--- src/rtl/if_pkg.sv ---
// if_pkg: shared fetch FSM state encoding and the NOP word substituted on a misaligned fetch
package if_pkg;
  typedef enum logic [1:0] {S_IDLE, S_WAIT, S_DRAIN} fetch_state_e;
  localparam logic [31:0] NOP_INSTR = 32'h00000013;
endpackage

--- src/rtl/if_fetch_buf.sv ---
// if_fetch_buf: one-entry instruction/pc(/fault) holding register between imem and ID
//   clk, reset (sync, active-low); load_i/clear_i/consume_i control; instr_i/pc_i(/fault_i) data in;
//   instr_o/pc_o/valid_o(/fault_o) entry out. Fault field exists only with IF_MISALIGN_TRAP_EN.
module if_fetch_buf #(
  parameter int XLEN = 32
) (
  input  logic            clk,
  input  logic            reset,
  input  logic            load_i,
  input  logic            clear_i,
  input  logic            consume_i,
  input  logic [XLEN-1:0] instr_i,
  input  logic [XLEN-1:0] pc_i,
`ifdef IF_MISALIGN_TRAP_EN
  input  logic            fault_i,
  output logic            fault_o,
`endif
  output logic [XLEN-1:0] instr_o,
  output logic [XLEN-1:0] pc_o,
  output logic            valid_o
);
  logic [XLEN-1:0] instr_q, pc_q;
  logic            valid_q;
  always_ff @(posedge clk) begin
    if (!reset) begin
      instr_q <= '0;
      pc_q    <= '0;
      valid_q <= 1'b0;
    end else begin
      if (load_i && !clear_i) begin
        instr_q <= instr_i;
        pc_q    <= pc_i;
      end
      // clear (flush) beats load; load beats consume so back-to-back entries stream
      valid_q <= clear_i ? 1'b0 : load_i ? 1'b1 : consume_i ? 1'b0 : valid_q;
    end
  end
`ifdef IF_MISALIGN_TRAP_EN
  logic fault_q;
  always_ff @(posedge clk) begin
    if (!reset) fault_q <= 1'b0;
    else fault_q <= clear_i ? 1'b0 : load_i ? fault_i : consume_i ? 1'b0 : fault_q;
  end
  assign fault_o = fault_q;
`endif
  assign instr_o = instr_q;
  assign pc_o    = pc_q;
  assign valid_o = valid_q;
endmodule

--- src/rtl/if_fetch_ctrl.sv ---
// if_fetch_ctrl: IF-stage fetch controller, one imem request outstanding, one buffered instruction
//   clk, reset (sync, active-low); pc in / pc_enable out to the PC register; flush, stall_in from
//   later stages; imem_req/imem_addr/imem_ack/imem_rdata memory handshake; instr_out/instr_pc/
//   instr_valid to IF/ID. IF_MISALIGN_TRAP_EN adds instr_fault and traps misaligned PCs with a NOP.
module if_fetch_ctrl
  import if_pkg::*;
#(
  parameter int XLEN = 32
) (
  input  logic            clk,
  input  logic            reset,
  input  logic [XLEN-1:0] pc,
  output logic            pc_enable,
  input  logic            flush,
  input  logic            stall_in,
  output logic            imem_req,
  output logic [XLEN-1:0] imem_addr,
  input  logic            imem_ack,
  input  logic [XLEN-1:0] imem_rdata,
`ifdef IF_MISALIGN_TRAP_EN
  output logic            instr_fault,
`endif
  output logic [XLEN-1:0] instr_out,
  output logic [XLEN-1:0] instr_pc,
  output logic            instr_valid
);
  fetch_state_e    state_q, state_d;
  logic [XLEN-1:0] req_addr_q, req_addr_d, pc_al, ld_instr, ld_pc;
  logic            consume, can_issue, load, req, pen;
`ifdef IF_MISALIGN_TRAP_EN
  logic            ld_fault;
`endif
  assign consume   = instr_valid & ~stall_in;
  assign can_issue = (~instr_valid | consume) & ~flush;
  assign pc_al     = pc & ~XLEN'(3);
  always_comb begin
    state_d    = state_q;
    req_addr_d = req_addr_q;
    req        = 1'b0;
    imem_addr  = pc_al;
    pen        = flush;
    load       = 1'b0;
    ld_instr   = imem_rdata;
    ld_pc      = pc_al;
`ifdef IF_MISALIGN_TRAP_EN
    ld_fault   = 1'b0;
`endif
    case (state_q)
      S_IDLE: begin
`ifdef IF_MISALIGN_TRAP_EN
        // misaligned PC: no memory access, hand ID a NOP tagged as faulting and hold the PC
        if (can_issue && pc[1:0] != 2'b00) begin
          load     = 1'b1;
          ld_instr = NOP_INSTR;
          ld_pc    = pc;
          ld_fault = 1'b1;
        end else
`endif
        if (can_issue) begin
          req = 1'b1;
          if (imem_ack) begin
            load = 1'b1;
            pen  = 1'b1;
          end else begin
            req_addr_d = pc_al;
            state_d    = S_WAIT;
          end
        end
      end
      S_WAIT: begin
        req       = 1'b1;
        imem_addr = req_addr_q;
        ld_pc     = req_addr_q;
        if (imem_ack) begin
          load    = ~flush;
          pen     = 1'b1;
          state_d = S_IDLE;
        end else if (flush) state_d = S_DRAIN;
      end
      S_DRAIN: begin
        // the abandoned response still has to be absorbed before a new request
        req       = 1'b1;
        imem_addr = req_addr_q;
        if (imem_ack) state_d = S_IDLE;
      end
      default: state_d = S_IDLE;
    endcase
  end
  always_ff @(posedge clk) begin
    if (!reset) begin
      state_q    <= S_IDLE;
      req_addr_q <= '0;
    end else begin
      state_q    <= state_d;
      req_addr_q <= req_addr_d;
    end
  end
  assign imem_req  = req & reset;
  assign pc_enable = pen & reset;
  if_fetch_buf #(.XLEN(XLEN)) u_buf (
    .clk       (clk),
    .reset     (reset),
    .load_i    (load),
    .clear_i   (flush),
    .consume_i (consume),
    .instr_i   (ld_instr),
    .pc_i      (ld_pc),
`ifdef IF_MISALIGN_TRAP_EN
    .fault_i   (ld_fault),
    .fault_o   (instr_fault),
`endif
    .instr_o   (instr_out),
    .pc_o      (instr_pc),
    .valid_o   (instr_valid)
  );
endmodule

--- config.mk ---
export PLATFORM = sky130hd
export DESIGN_NAME = if_fetch_ctrl
export DESIGN_NICKNAME = d
export VERILOG_FILES = /design/src/rtl/if_pkg.sv /design/src/rtl/if_fetch_buf.sv /design/src/rtl/if_fetch_ctrl.sv
export SDC_FILE = /design/constraint.sdc
export NUM_CORES = 1
export LEC_CHECK = 0
export BUFFER_PORTS_ARGS = -buffer_cell sky130_fd_sc_hd__buf_4
export CORE_ASPECT_RATIO = 0.8
export CORE_MARGIN = 3
export CORE_UTILIZATION = 35
export DETAILED_ROUTE_END_ITERATION = 10
export GPL_TIMING_DRIVEN = 0
export PLACE_DENSITY = 0.67
export SLEW_MARGIN = 5
export SYNTH_ARGS = -nofsm -noshare
export SYNTH_HDL_FRONTEND = slang
export SYNTH_SLANG_ARGS = --single-unit
--- constraint.sdc ---
create_clock -name clk -period 4.7 [get_ports clk]
set_clock_uncertainty 0.05 [all_clocks]
set_input_delay 0.47 -clock clk [delete_from_list [all_inputs] [get_ports clk]]
set_output_delay 0.47 -clock clk [all_outputs]
set_load 0.02 [all_outputs]
==> results.md <==
* Clk network pwr share at 36.4%
* CTS max path bufs at 2
* Area delta synth->final at 37.4%
* Crit path from: state_q[1]
* Area of the multi-input gates at 0.00243 mm2
* CTS tree: built
* Worst path cell trace: inv_1 -> ha_1 -> buf_2 -> mux2_2 -> buf_4
* Net count, final at 726
* Share of cells above drive strength 1 at 50.5%
* Leakage at 0.00263 uW
* RR Startpoint: state_q[0]
* Hold depth at 2
* Largest net degree at the start of global routing at 16
* Drt drc at 0
* Seq/Total Area, Yosys at 40.6%
* # setup viols final at 0
* Syn avg cell area at 9.79 um2
* Startpoint Class: flip-flop
* Worst vdd ir at 0.193 mV
* Vias at 4,069
* DIE AREA at 0.0148 mm2
* Slew HR at 63.1%
* Setup TNS at 0 ns
* Die W at 135 um
* Max_cap viols at 0
* WL final at 13,100 um
* Worst setup EP type: output port
* All-layer global routing usage at 17.3%
* Ys Warns at 0
* Crit path DAT at 1.99 ns
* Worst-path cell with the longest stage delay: mux2_2
* CP peak stage delay at 0.39 ns
* Worst skew pair latency at 0.33 ns
* Sink Count at 95
* H-tree depth at 3
* Min-Delay Path Class: primary input to flip-flop
* Tmin final at 2.51 ns
* Routed vias/inst at 4.88
* Final period utilization at 53.4%
* Power density cells at 336 mW/mm2
* Iteration-0 DRC Markers at 231
* Initial Util at 36.2%
* Root buf cell: clkbuf_16
* Reg2Reg Depth at 8
* Number of distinct library cells after synthesis at 29
* Congestion Overflow GR at 0
* Reg power frac at 40.8%
* Run status: finished, final reports clean
* CP max FO at 10
* First-pass GRT wire length at 20,300 um
* CTS Hold Bufs at 0
* TritonRoute pass-1 iters at 4
* Worst slew pin tran at 0.554 ns
* Int Pwr at 1550 uW
* Fmax at 398 MHz
* R2r setup slk at 2.88 ns
* Seq cells post-synth at 95
* Via count of the first global-routing pass at 4,069
* Dpl hpwl at 10,200 um
* Switch share at 28.4%
* HP Start: flush
* Hold Path Sink: u_buf.valid_o
* Slew Viols, Final at 0
* Post-CTS Resized at 0
* ANT nets after route at 0
* Initial antenna violation count at 0
* FF+latch area at 0.00190 mm2
* I/O pin total at 168
* Gpl congestion at 0.777
* WHS at 0.270 ns
* Mapped cell area at 0.00469 mm2
* Clock Pin Slew Worst Setup and Hold Paths at 0.07 ns
* Switch Pwr at 614 uW
* Die height at 110 um
* Comb power frac at 22.8%
* RSZ-0062 raised after global routing: false
* Core area at 0.0130 mm2
* Postcts setup bufs at 0
* CTS Buf Count at 9
* Filler cells at 1,212
* Data required, critical path at 4.18 ns
* Antenna cell count at 0
* Setup Crit Path Kind: flip-flop to output port
* Standard-cell rows at 37
* Post-synthesis cell count at 479
* Routed length per instance at 15.8 um
* Fin. Hold Viols at 0
* IO Port Bufs at 160
* R2r endpoint: u_buf.pc_o[16]
[metal layers]
layer	wire length [um]	track usage, %
met1	5900	21.9
met5	0	0
met4	223	5.76
met2	6360	29.7
met3	663	3.66
[worst max-delay path by stage]
stage                                to  slack, ns  depth (start not counted)
after floorplan                imem_req       2.73                          5
after global placement     imem_addr[6]       2.55                          5
after detailed placement   imem_addr[6]       2.53                          5
after CTS                  imem_addr[6]       2.16                          5
after global routing      imem_addr[29]       2.07                          5
final                     imem_addr[10]       2.19                          5
[cell usage after synthesis, drive strengths merged]
master / instances / area [um2]
o32ai: 1 / 8.76
nand2: 97 / 364
nor3: 1 / 5.00
mux2i: 31 / 310
nand2b: 1 / 6.26
nand3b: 1 / 7.51
a21boi: 1 / 18.8
dfxtp: 95 / 1900
buf: 38 / 313
a211oi: 1 / 7.51
o21ai: 34 / 275
inv: 5 / 18.8
a21oi: 34 / 170
nor2: 1 / 3.75
mux2: 30 / 338
ha: 4 / 50.1
and2: 1 / 6.26
o211ai: 1 / 21.3
nand3: 62 / 601
clkbuf: 9 / 33.8
o31ai: 30 / 225
conb: 1 / 3.75
[cells by family after synthesis]
kind of cell	count (synthesis)	synth area share [%]
AOI/OAI and AO/OA	102	15.5
muxes	61	13.8
and+or+nand+nor	164	21.2
buffers and inverters	52	7.79
adders and majority gates	4	1.07
DFF	95	40.6
other	1	0.0800
[state kept, by name, indices dropped and copies added, names as in the netlist]
signal         count
u_buf.instr_o     32
req_addr_q        30
u_buf.pc_o        30
state_q            2
u_buf.valid_o      1
[stage by stage]
stage	power, uW	worst slack (ns)	cells	utilization, %	area, um2
floorplan	1200	2.73	482	-	4700
global placement	1390	2.55	817	47.2	6120
detailed placement	1400	2.53	817	47.2	6120
CTS	2190	2.16	833	49.7	6440
global route	2260	2.07	833	49.7	6440
finish	2160	2.19	833	49.7	6440
[critical path: cells and delay by family, from the launching register on]
kind,cells,cell delay [ns]
buf+inv,3,0.54
fa+ha+maj,1,0.35
flops,1,0.38
mux,1,0.39
[power groups by stage]
stage | sequential, uW | combinational [uW] | clock, uW
after global routing | 888 | 530 | 840
after CTS | 883 | 498 | 804
after floorplan | 932 | 264 | 0
after global placement | 899 | 490 | 0
final | 883 | 493 | 788
after detailed placement | 901 | 497 | 0
[placed cells by master, fill, tap and decap left out]
| master | count |
|---|---|
| buf_8 | 1 |
| dfxtp_1 | 95 |
| buf_12 | 6 |
| clkbuf_8 | 1 |
| inv_2 | 1 |
| mux2_2 | 30 |
| o32ai_1 | 1 |
| ha_1 | 4 |
| bufinv_16 | 2 |
| nand3_2 | 58 |
| o31ai_1 | 30 |
| clkbuf_1 | 10 |
| o211ai_4 | 1 |
| buf_4 | 169 |
| nor2_1 | 1 |
| buf_2 | 22 |
| clkinv_2 | 1 |
| a211oi_1 | 1 |
| nand2_1 | 97 |
| mux2i_1 | 31 |
| inv_1 | 4 |
| nand3_1 | 4 |
| nand3b_1 | 1 |
| clkbuf_16 | 9 |
| conb_1 | 4 |
| a21oi_1 | 34 |
| and2_1 | 1 |
| o21ai_1 | 4 |
| nand2b_1 | 1 |
| clkinvlp_4 | 1 |
| o21ai_2 | 28 |
| nor3_1 | 1 |
| clkinv_4 | 1 |
| a21boi_4 | 1 |
| o21ai_0 | 2 |
[final cells by class]
class	count	share of cell area, %
clock inverters	5	1.26
multi-input cells	335	37.8
flip-flops and latches	95	29.5
well taps	175	3.40
clock buffers	11	3.77
plain buffers	47	5.38
inverters	5	0.291
repair buffers	160	18.6
Note: power is estimated with default switching activity, not from simulation.
